## config.mk

```make
export PLATFORM = sky130hd
export DESIGN_NAME = alu_botonera_secuencial
export DESIGN_NICKNAME = d
export VERILOG_FILES = /design/src/rtl/alu_botonera_secuencial.sv
export SDC_FILE = /design/constraint.sdc
export NUM_CORES = 1
export LEC_CHECK = 0
export CORE_ASPECT_RATIO = 1.5
export CORE_MARGIN = 10
export CORE_UTILIZATION = 62
export DETAILED_ROUTE_END_ITERATION = 16
export PLACE_DENSITY = 0.8
export SYNTH_ARGS = -nofsm -noshare
export SYNTH_HDL_FRONTEND = slang
export SYNTH_SLANG_ARGS = --single-unit
```

## constraint.sdc

```tcl
create_clock -name i_clock -period 3.5 [get_ports i_clock]
set_input_delay 0.35 -clock i_clock [delete_from_list [all_inputs] [get_ports i_clock]]
set_output_delay 0.35 -clock i_clock [all_outputs]
set_load 0.005 [all_outputs]
```

## src/rtl/alu_botonera_secuencial.sv

```systemverilog
// Board-level ALU front end: debounced buttons load operands/opcode from the switches
// and launch a registered execution whose result and flags drive the LEDs.
module alu_botonera_secuencial #(
    parameter int NB_DATA         = 8,
    parameter int CANT_BOTONES    = 4,
    parameter int DEBOUNCE_CYCLES = 1000000
) (
    input  logic                    i_clock,
    input  logic                    i_reset,
    input  logic [NB_DATA-1:0]      i_switches,
    input  logic [CANT_BOTONES-1:0] i_botones,
    output logic [NB_DATA-1:0]      o_leds,
    output logic                    o_carry,
    output logic                    o_zero,
    output logic                    o_overflow,
    output logic                    o_valid,
    output logic                    o_error
);

    localparam int                 CNT_W     = $clog2(DEBOUNCE_CYCLES);
    localparam logic [CNT_W-1:0]   CNT_LAST  = CNT_W'(DEBOUNCE_CYCLES - 1);
    localparam logic [NB_DATA-1:0] SHIFT_LIM = NB_DATA'(NB_DATA);
    localparam int                 MSB       = NB_DATA - 1;

    localparam int BTN_A    = 0;
    localparam int BTN_B    = 1;
    localparam int BTN_OP   = 2;
    localparam int BTN_EXEC = 3;

    localparam logic [5:0] OP_ADD = 6'b100000;
    localparam logic [5:0] OP_SUB = 6'b100010;
    localparam logic [5:0] OP_AND = 6'b100100;
    localparam logic [5:0] OP_OR  = 6'b100101;
    localparam logic [5:0] OP_XOR = 6'b100110;
    localparam logic [5:0] OP_NOR = 6'b100111;
    localparam logic [5:0] OP_SRL = 6'b000010;
    localparam logic [5:0] OP_SRA = 6'b000011;

    typedef enum logic {
        ST_IDLE = 1'b0,
        ST_EXEC = 1'b1
    } state_t;

    logic [NB_DATA-1:0]      sw_meta_r;
    logic [NB_DATA-1:0]      sw_sync_r;
    logic [CANT_BOTONES-1:0] btn_meta_r;
    logic [CANT_BOTONES-1:0] btn_sync_r;
    logic [CANT_BOTONES-1:0] btn_db_r;
    logic [CANT_BOTONES-1:0] btn_db_prev_r;
    logic [CANT_BOTONES-1:0] btn_str_r;
    logic [CNT_W-1:0]        btn_cnt_r [CANT_BOTONES];

    logic [NB_DATA-1:0] a_r;
    logic [NB_DATA-1:0] b_r;
    logic [5:0]         op_r;
    logic               va_r;
    logic               vb_r;
    logic               vop_r;
    state_t             state_r;
    logic [NB_DATA-1:0] ex_a_r;
    logic [NB_DATA-1:0] ex_b_r;
    logic [5:0]         ex_op_r;

    logic [NB_DATA:0]   sum_s;
    logic [NB_DATA-1:0] alu_res_s;
    logic               alu_carry_s;
    logic               alu_ovf_s;
    logic               alu_ok_s;

    // Two-flop synchronisers for the asynchronous switch bank.
    always_ff @(posedge i_clock or negedge i_reset) begin
        if (!i_reset) begin
            sw_meta_r <= '0;
            sw_sync_r <= '0;
        end else begin
            sw_meta_r <= i_switches;
            sw_sync_r <= sw_meta_r;
        end
    end

    // Per-button synchroniser, debounce counter and rising-edge strobe.
    always_ff @(posedge i_clock or negedge i_reset) begin
        if (!i_reset) begin
            btn_meta_r    <= '0;
            btn_sync_r    <= '0;
            btn_db_r      <= '0;
            btn_db_prev_r <= '0;
            btn_str_r     <= '0;
            for (int i = 0; i < CANT_BOTONES; i++) begin
                btn_cnt_r[i] <= '0;
            end
        end else begin
            btn_meta_r    <= i_botones;
            btn_sync_r    <= btn_meta_r;
            btn_db_prev_r <= btn_db_r;
            btn_str_r     <= btn_db_r & ~btn_db_prev_r;
            for (int i = 0; i < CANT_BOTONES; i++) begin
                if (btn_sync_r[i] != btn_db_r[i]) begin
                    // Accept the new level only after a full run of differing samples.
                    if (btn_cnt_r[i] == CNT_LAST) begin
                        btn_db_r[i]  <= ~btn_db_r[i];
                        btn_cnt_r[i] <= '0;
                    end else begin
                        btn_cnt_r[i] <= btn_cnt_r[i] + CNT_W'(1);
                    end
                end else begin
                    btn_cnt_r[i] <= '0;
                end
            end
        end
    end

    // ALU datapath on the operands latched at entry to EXEC.
    always_comb begin
        sum_s       = '0;
        alu_res_s   = '0;
        alu_carry_s = 1'b0;
        alu_ovf_s   = 1'b0;
        alu_ok_s    = 1'b1;
        case (ex_op_r)
            OP_ADD: begin
                sum_s       = {1'b0, ex_a_r} + {1'b0, ex_b_r};
                alu_res_s   = sum_s[NB_DATA-1:0];
                alu_carry_s = sum_s[NB_DATA];
                alu_ovf_s   = (ex_a_r[MSB] == ex_b_r[MSB]) && (alu_res_s[MSB] != ex_a_r[MSB]);
            end
            OP_SUB: begin
                // The extra top bit of the widened difference is the borrow.
                sum_s       = {1'b0, ex_a_r} - {1'b0, ex_b_r};
                alu_res_s   = sum_s[NB_DATA-1:0];
                alu_carry_s = sum_s[NB_DATA];
                alu_ovf_s   = (ex_a_r[MSB] != ex_b_r[MSB]) && (alu_res_s[MSB] != ex_a_r[MSB]);
            end
            OP_AND: alu_res_s = ex_a_r & ex_b_r;
            OP_OR:  alu_res_s = ex_a_r | ex_b_r;
            OP_XOR: alu_res_s = ex_a_r ^ ex_b_r;
            OP_NOR: alu_res_s = ~(ex_a_r | ex_b_r);
            OP_SRL: begin
                if (ex_b_r >= SHIFT_LIM) begin
                    alu_res_s = '0;
                end else begin
                    alu_res_s = ex_a_r >> ex_b_r;
                end
            end
            OP_SRA: begin
                if (ex_b_r >= SHIFT_LIM) begin
                    alu_res_s = {NB_DATA{ex_a_r[MSB]}};
                end else begin
                    alu_res_s = $unsigned($signed(ex_a_r) >>> ex_b_r);
                end
            end
            default: alu_ok_s = 1'b0;
        endcase
    end

    // Operand loads, IDLE/EXEC control and registered result outputs.
    always_ff @(posedge i_clock or negedge i_reset) begin
        if (!i_reset) begin
            a_r        <= '0;
            b_r        <= '0;
            op_r       <= '0;
            va_r       <= 1'b0;
            vb_r       <= 1'b0;
            vop_r      <= 1'b0;
            state_r    <= ST_IDLE;
            ex_a_r     <= '0;
            ex_b_r     <= '0;
            ex_op_r    <= '0;
            o_leds     <= '0;
            o_carry    <= 1'b0;
            o_zero     <= 1'b0;
            o_overflow <= 1'b0;
            o_valid    <= 1'b0;
            o_error    <= 1'b0;
        end else begin
            o_valid <= 1'b0;
            o_error <= 1'b0;
            if (btn_str_r[BTN_A]) begin
                a_r  <= sw_sync_r;
                va_r <= 1'b1;
            end
            if (btn_str_r[BTN_B]) begin
                b_r  <= sw_sync_r;
                vb_r <= 1'b1;
            end
            if (btn_str_r[BTN_OP]) begin
                op_r  <= sw_sync_r[5:0];
                vop_r <= 1'b1;
            end
            case (state_r)
                ST_IDLE: begin
                    // Snapshot pre-edge operands so a concurrent load cannot leak in.
                    if (btn_str_r[BTN_EXEC]) begin
                        if (va_r && vb_r && vop_r) begin
                            ex_a_r  <= a_r;
                            ex_b_r  <= b_r;
                            ex_op_r <= op_r;
                            state_r <= ST_EXEC;
                        end else begin
                            o_error <= 1'b1;
                        end
                    end
                end
                ST_EXEC: begin
                    state_r <= ST_IDLE;
                    if (alu_ok_s) begin
                        o_leds     <= alu_res_s;
                        o_carry    <= alu_carry_s;
                        o_overflow <= alu_ovf_s;
                        o_zero     <= (alu_res_s == '0);
                        o_valid    <= 1'b1;
                    end else begin
                        o_error <= 1'b1;
                    end
                end
                default: state_r <= ST_IDLE;
            endcase
        end
    end

endmodule

```

== Yosys cells after proc, flatten, opt, wreduce, memory -nomap -nowiden ==
Cells that the tools add are included.

* Flip-flop bits (word level): 177
* Input port bits: 14
* Logic and storage cells: 105
* Output and inout port bits: 13

* Reductions and logical operators: 12
* $lt $le $gt $ge: 1
* Muxes and demuxes: 23
* Bitwise logic cells: 11
* Eq/ne operators: 20
* Shift-type cells: 2
* $add $sub $neg: 6

{| class="wikitable"
|+ Operators by type and width
! operator !! number
|-
| $mux 20 || 8
|-
| $add 20x1->20 const B || 4
|-
| $eq 20x20->1 const B || 4
|-
| $pmux 8 s8 || 1
|-
| $eq 6x6->1 const B || 6
|-
| $mux 8 || 2
|-
| $eq 6x2->1 const B || 2
|-
| $reduce_and 2->1 || 5
|-
| $add 8x8->9 || 1
|-
| $sub 8x8->9 || 1
|-
| $and 8x8->8 || 1
|-
| $ge 8x4->1 const B || 1
|-
| $logic_not 8->1 || 1
|-
| $mux 1 || 8
|-
| $not 8->8 || 1
|-
| $or 8x8->8 || 1
|-
| $pmux 1 s2 || 4
|-
| $reduce_or 8->1 || 1
|-
| $shr 8x8->8 || 1
|-
| $sshr 8x8->8 || 1
|-
| $xor 8x8->8 || 1
|-
| $ne 1x1->1 || 7
|-
| $not 1->1 || 5
|-
| $and 4x4->4 || 1
|-
| other kinds (4) || 7
|}

== Depth between registers and ports, before layout ==
* Depth in word-level cells: 5
* Mapped depth: 11
* Mapped depth without buffers: 10

== Least setup slack after synthesis ==
Ideal clock, no wire load.

* Path type: register to register
* Start point: register ex_b_r[1]
* End point: register o_zero
* Arrival: 2.601 ns
* Setup slack: 0.796 ns
* Library setup time: 0.103 ns
* Period minus slack after synthesis: 2.704 ns
* Data required time: 3.397 ns
* Path buffers: 1
* Stages on the path, launching flop included: 11
* Cell sequence: dfrtp_1 > clkbuf_1 > inv_1 > ha_1 > a21o_1 > a211oi_1 > a21oi_1 > xnor2_1 > nor2_1 > or4_1 > o41ai_2

* Longest elaborated chain between the ends: 4
* Elaborated cells between the ends (all ways): 13
* Classes of those cells: add/sub: 2; order compare: 1; shift: 2; mux: 3; bitwise: 4; reduce/logical: 1

{| class="wikitable"
|+ Ends and longest elaborated chain
! element !! RTL line !! text
|-
| start, declared || 61 || <nowiki>logic [NB_DATA-1:0] ex_b_r;</nowiki>
|-
| start signal, assigned || 196 || <nowiki>ex_b_r <= b_r;</nowiki>
|-
| $ge 8x4->1 (tied with other cells) || 139, 146 ||
|-
| $mux 8 (tied with other cells) || 146 || <nowiki>if (ex_b_r >= SHIFT_LIM) begin</nowiki>
|-
| $pmux 8 s8 (*) || 120 || <nowiki>case (ex_op_r)</nowiki>
|-
| $logic_not 8->1 (*) || 210 || <nowiki>o_zero <= (alu_res_s == '0);</nowiki>
|-
| end signal, assigned || 210 ||
|-
| end, declared || 14 || <nowiki>output logic o_zero,</nowiki>
|}

Mark *: on every way between the ends. The rest lies on a longest branch, timed or not.
A chain may end at the register's enable or synchronous reset.

== Worst setup path after layout ==
* Start point: register ex_b_r[2]
* End point: register o_zero

Same word-level chain as after synthesis.

==> impl_metrics.json <==
{
  "cp_max_fo": 16,
  "whs_endpoint": "sw_sync_r[2]$_DFF_PN0_",
  "critPathLaunchType": "register",
  "status": "completed",
  "rr_startpoint": "ex_b_r[2]$_DFFE_PN0P_",
  "async_reset_ff_frac": 1.00,
  "worstSkewPairLatency_ns": 0.43,
  "finalSetupTns_ns": 0,
  "row_count": 53,
  "r2r_end": "o_zero$_DFFE_PN0P_",
  "port_buffers": 26,
  "cts_max_path_buffers": 2,
  "grt_pass1_vias": 6789,
  "postCtsHoldBufs": 1,
  "n_antenna_cell": 0,
  "drtIter0Drc": 384,
  "leakage_nw": 4.31,
  "grt_overflow": 0,
  "finalSetupViolations": 0,
  "worst_pin_slew_ns": 0.865,
  "crit_chain": "inv_1 -> ha_1 -> or3_1 -> a31oi_1 -> a31oi_1 -> xor2_1 -> a221oi_2 -> nand4_1 -> o41ai_2",
  "setup_slack_ns": 0.539,
  "syn_to_final_growth_pct": 12.2,
  "min_period_ns": 2.96,
  "antenna_found_initial": 0,
  "worstSetupPathType": "reg2reg",
  "cpMostUsedCell": "a31oi_1",
  "timing.final.crit_share": 0.846,
  "ios": 27,
  "dp_cells": 1019,
  "cts_tree": "done",
  "hold_depth": 0,
  "clk_pin_slew_ns": 0.07,
  "drc_errors": 0,
  "worstHoldStart": "sw_meta_r[2]$_DFF_PN0_",
  "dieArea_um2": 19400,
  "cts-root-buf": "clkbuf_16",
  "r2r_setup_slack_ns": 0.54,
  "ys.flop_type": "dfrtp_1",
  "final_core_util": 0.705,
  "synth-seq-area-share": 0.506,
  "hold_viol": 0,
  "ctsResizeCount": 0,
  "worstPathArrival_ns": 3.29,
  "synthTopCellsByArea": "dfrtp_1 51%, xor2_1 5.0%, nor2_1 4.9%, ha_1 4.0%, mux2_2 3.9%",
  "postSynthCellCount": 848,
  "post_cts_buffers": 0,
  "max_freq_mhz": 338,
  "start_util": 0.629,
  "reg2reg_depth": 9,
  "rsz0062_at_grt": "no",
  "nFillCells": 998,
  "drtAntennaViolNets": 0,
  "finalWirelength_um": 19500,
  "cts_max_level": 4,
  "pwr_density_cell_nw_per_um2": 421,
  "die_x_um": 117,
  "ys_top_cells_by_count": "177 x dfrtp_1, 114 x nor2_1, 65 x nand2_1",
  "ys_types": 72,
  "num_vias": 6371,
  "nNetsFinal": 918,
  "core_um2": 13900,
  "critical_path.max_stage_delay_ns": 0.65,
  "slowest_stage": "dfrtp_1",
  "synthesis.area_um2": 8750,
  "synth_warnings": 0,
  "gr-usage-all-layers": 0.216,
  "ir_drop_uv": 419,
  "drive_gt1_frac": 0.110,
  "viasPerCell": 6.06,
  "gp_congestion": 0.898,
  "detail_route.wl_per_cell_um": 18.5,
  "grt_pass1_wl_um": 33200,
  "final_cells": 1052,
  "synth_top_cell_area_share": 0.506,
  "hp-class": "reg2reg",
  "cts_buffers": 17,
  "ys_ff_latch": 177,
  "die_y_um": 166,
  "grt_max_degree": 84,
  "whs_ns": 0.349,
  "crit_required_ns": 3.83,
  "relSlewSlack": 0.421,
  "synth_edf_count": 0,
  "synth.net_count": 892,
  "post-place-ws_ns": 0.560,
  "finalMaxSlewViolations": 0,
  "cts.sinks": 177,
  "avgSynthCellArea_um2": 10.3,
  "cap_violations": 0,
  "dp_hpwl_um": 13800,
  "yosysTopAreaCell": "dfrtp_1",
  "yosysMostFrequentCell": "dfrtp_1",
  "clock_skew_ns": 0.0105,
  "drt-pass1-iter-count": 5,
  "cp-end-kind": "register"
}
placed cells by master, fill, tap and decap left out, drive strengths merged, types with 4 or more instances in the layout:
cell and n:
a211oi 7, o21bai 4, clkdlybuf4s50 25, xor2 50
a2111oi 6, nand2 65, or2 7, a21oi 20
nor4b 4, mux4 4, nor4 9, nor2 114
ha 28, a31oi 7, nand3 46, mux2 31
nand2b 5, or3 7, dfrtp 177, and4 4
a21o 4, and3 16, nor2b 9, nor3 18
mux2i 14, clkbuf 17, nand4 11, xnor2 31
clkinv 5, buf 14, inv 40, o21ai 38
and2 4
worst max-delay path, delay by kind of cell, from the launching register on:
family,cells,cell delay (ns)
DFF,1,0.65
xor gates and xnor gates,1,0.17
and+or+nand+nor,2,0.52
buffers and inverters,1,0.22
AOI/OAI and AO/OA,4,0.89
adders and majority gates,1,0.44
final cells by class:
cell class | instances | area [um2] | share of cell area
clock buffers | 17 | 425 | 0.0433
inverters | 33 | 125 | 0.0127
clock inverters | 15 | 190 | 0.0194
flip-flops and latches | 177 | 4430 | 0.451
multi-input cells | 605 | 4070 | 0.414
well taps | 165 | 206 | 0.0210
repair buffers | 40 | 382 | 0.0388
report_power, final:
group | internal, W | switching [W] | total [W]
combinational | 0.0000309 | 0.0000658 | 0.0000966
sequential | 0.00207 | 0.0000188 | 0.00209
clock | 0.00104 | 0.000913 | 0.00195
total | 0.00314 | 0.000998 | 0.00413
how the worst max path moves through the flow:
stage	from	to	slack [ns]	cells after the start
6_report	ex_b_r[2]$_DFFE_PN0P_	o_zero$_DFFE_PN0P_	0.54	9
5_1_grt	ex_b_r[2]$_DFFE_PN0P_	o_zero$_DFFE_PN0P_	0.28	9
4_1_cts	ex_b_r[2]$_DFFE_PN0P_	o_zero$_DFFE_PN0P_	0.58	9
3_5_place_dp	ex_b_r[2]$_DFFE_PN0P_	o_zero$_DFFE_PN0P_	0.56	9
3_3_place_gp	ex_b_r[2]$_DFFE_PN0P_	o_zero$_DFFE_PN0P_	0.68	9
2_1_floorplan	ex_b_r[1]$_DFFE_PN0P_	o_zero$_DFFE_PN0P_	0.80	10
state kept, by name (all words and copies together), names as in the netlist, 4 cells and up:
name	cells
btn_str_r	4
ex_op_r	6
btn_db_prev_r	4
o_leds	8
b_r	8
btn_db_r	4
ex_b_r	8
btn_cnt_r	80
sw_meta_r	8
btn_sync_r	4
op_r	6
a_r	8
btn_meta_r	4
sw_sync_r	8
ex_a_r	8
cells by family (layout without fill, tap and decap cells):
family                   count (synthesis)  in the layout  synth area share
AND/OR/NAND/NOR                        329            329             0.184
flip-flops                             177            177             0.506
XOR/XNOR                                81             81            0.0810
adder cells (fa/ha/maj)                 30             30            0.0446
buffers and inverters                   66            105            0.0300
AO/OA/AOI/OAI                          116            116            0.0883
multiplexers                            49             49            0.0662
per-stage QoR:
stage	power, W	cell area [um2]
global placement	0.00222	9200
floorplan	0.00216	8750
CTS	0.00417	9820
global route	0.00427	9820
detailed placement	0.00223	9200
finish	0.00413	9820
per-layer routing:
layer,share of wire,routed length [um],global-route usage
met5,0,0,0
met4,0.034,654,0.101
met2,0.55,10600,0.401
met3,0.034,669,0.0318
met1,0.38,7480,0.234
Note: power is estimated with default switching activity, not from simulation.
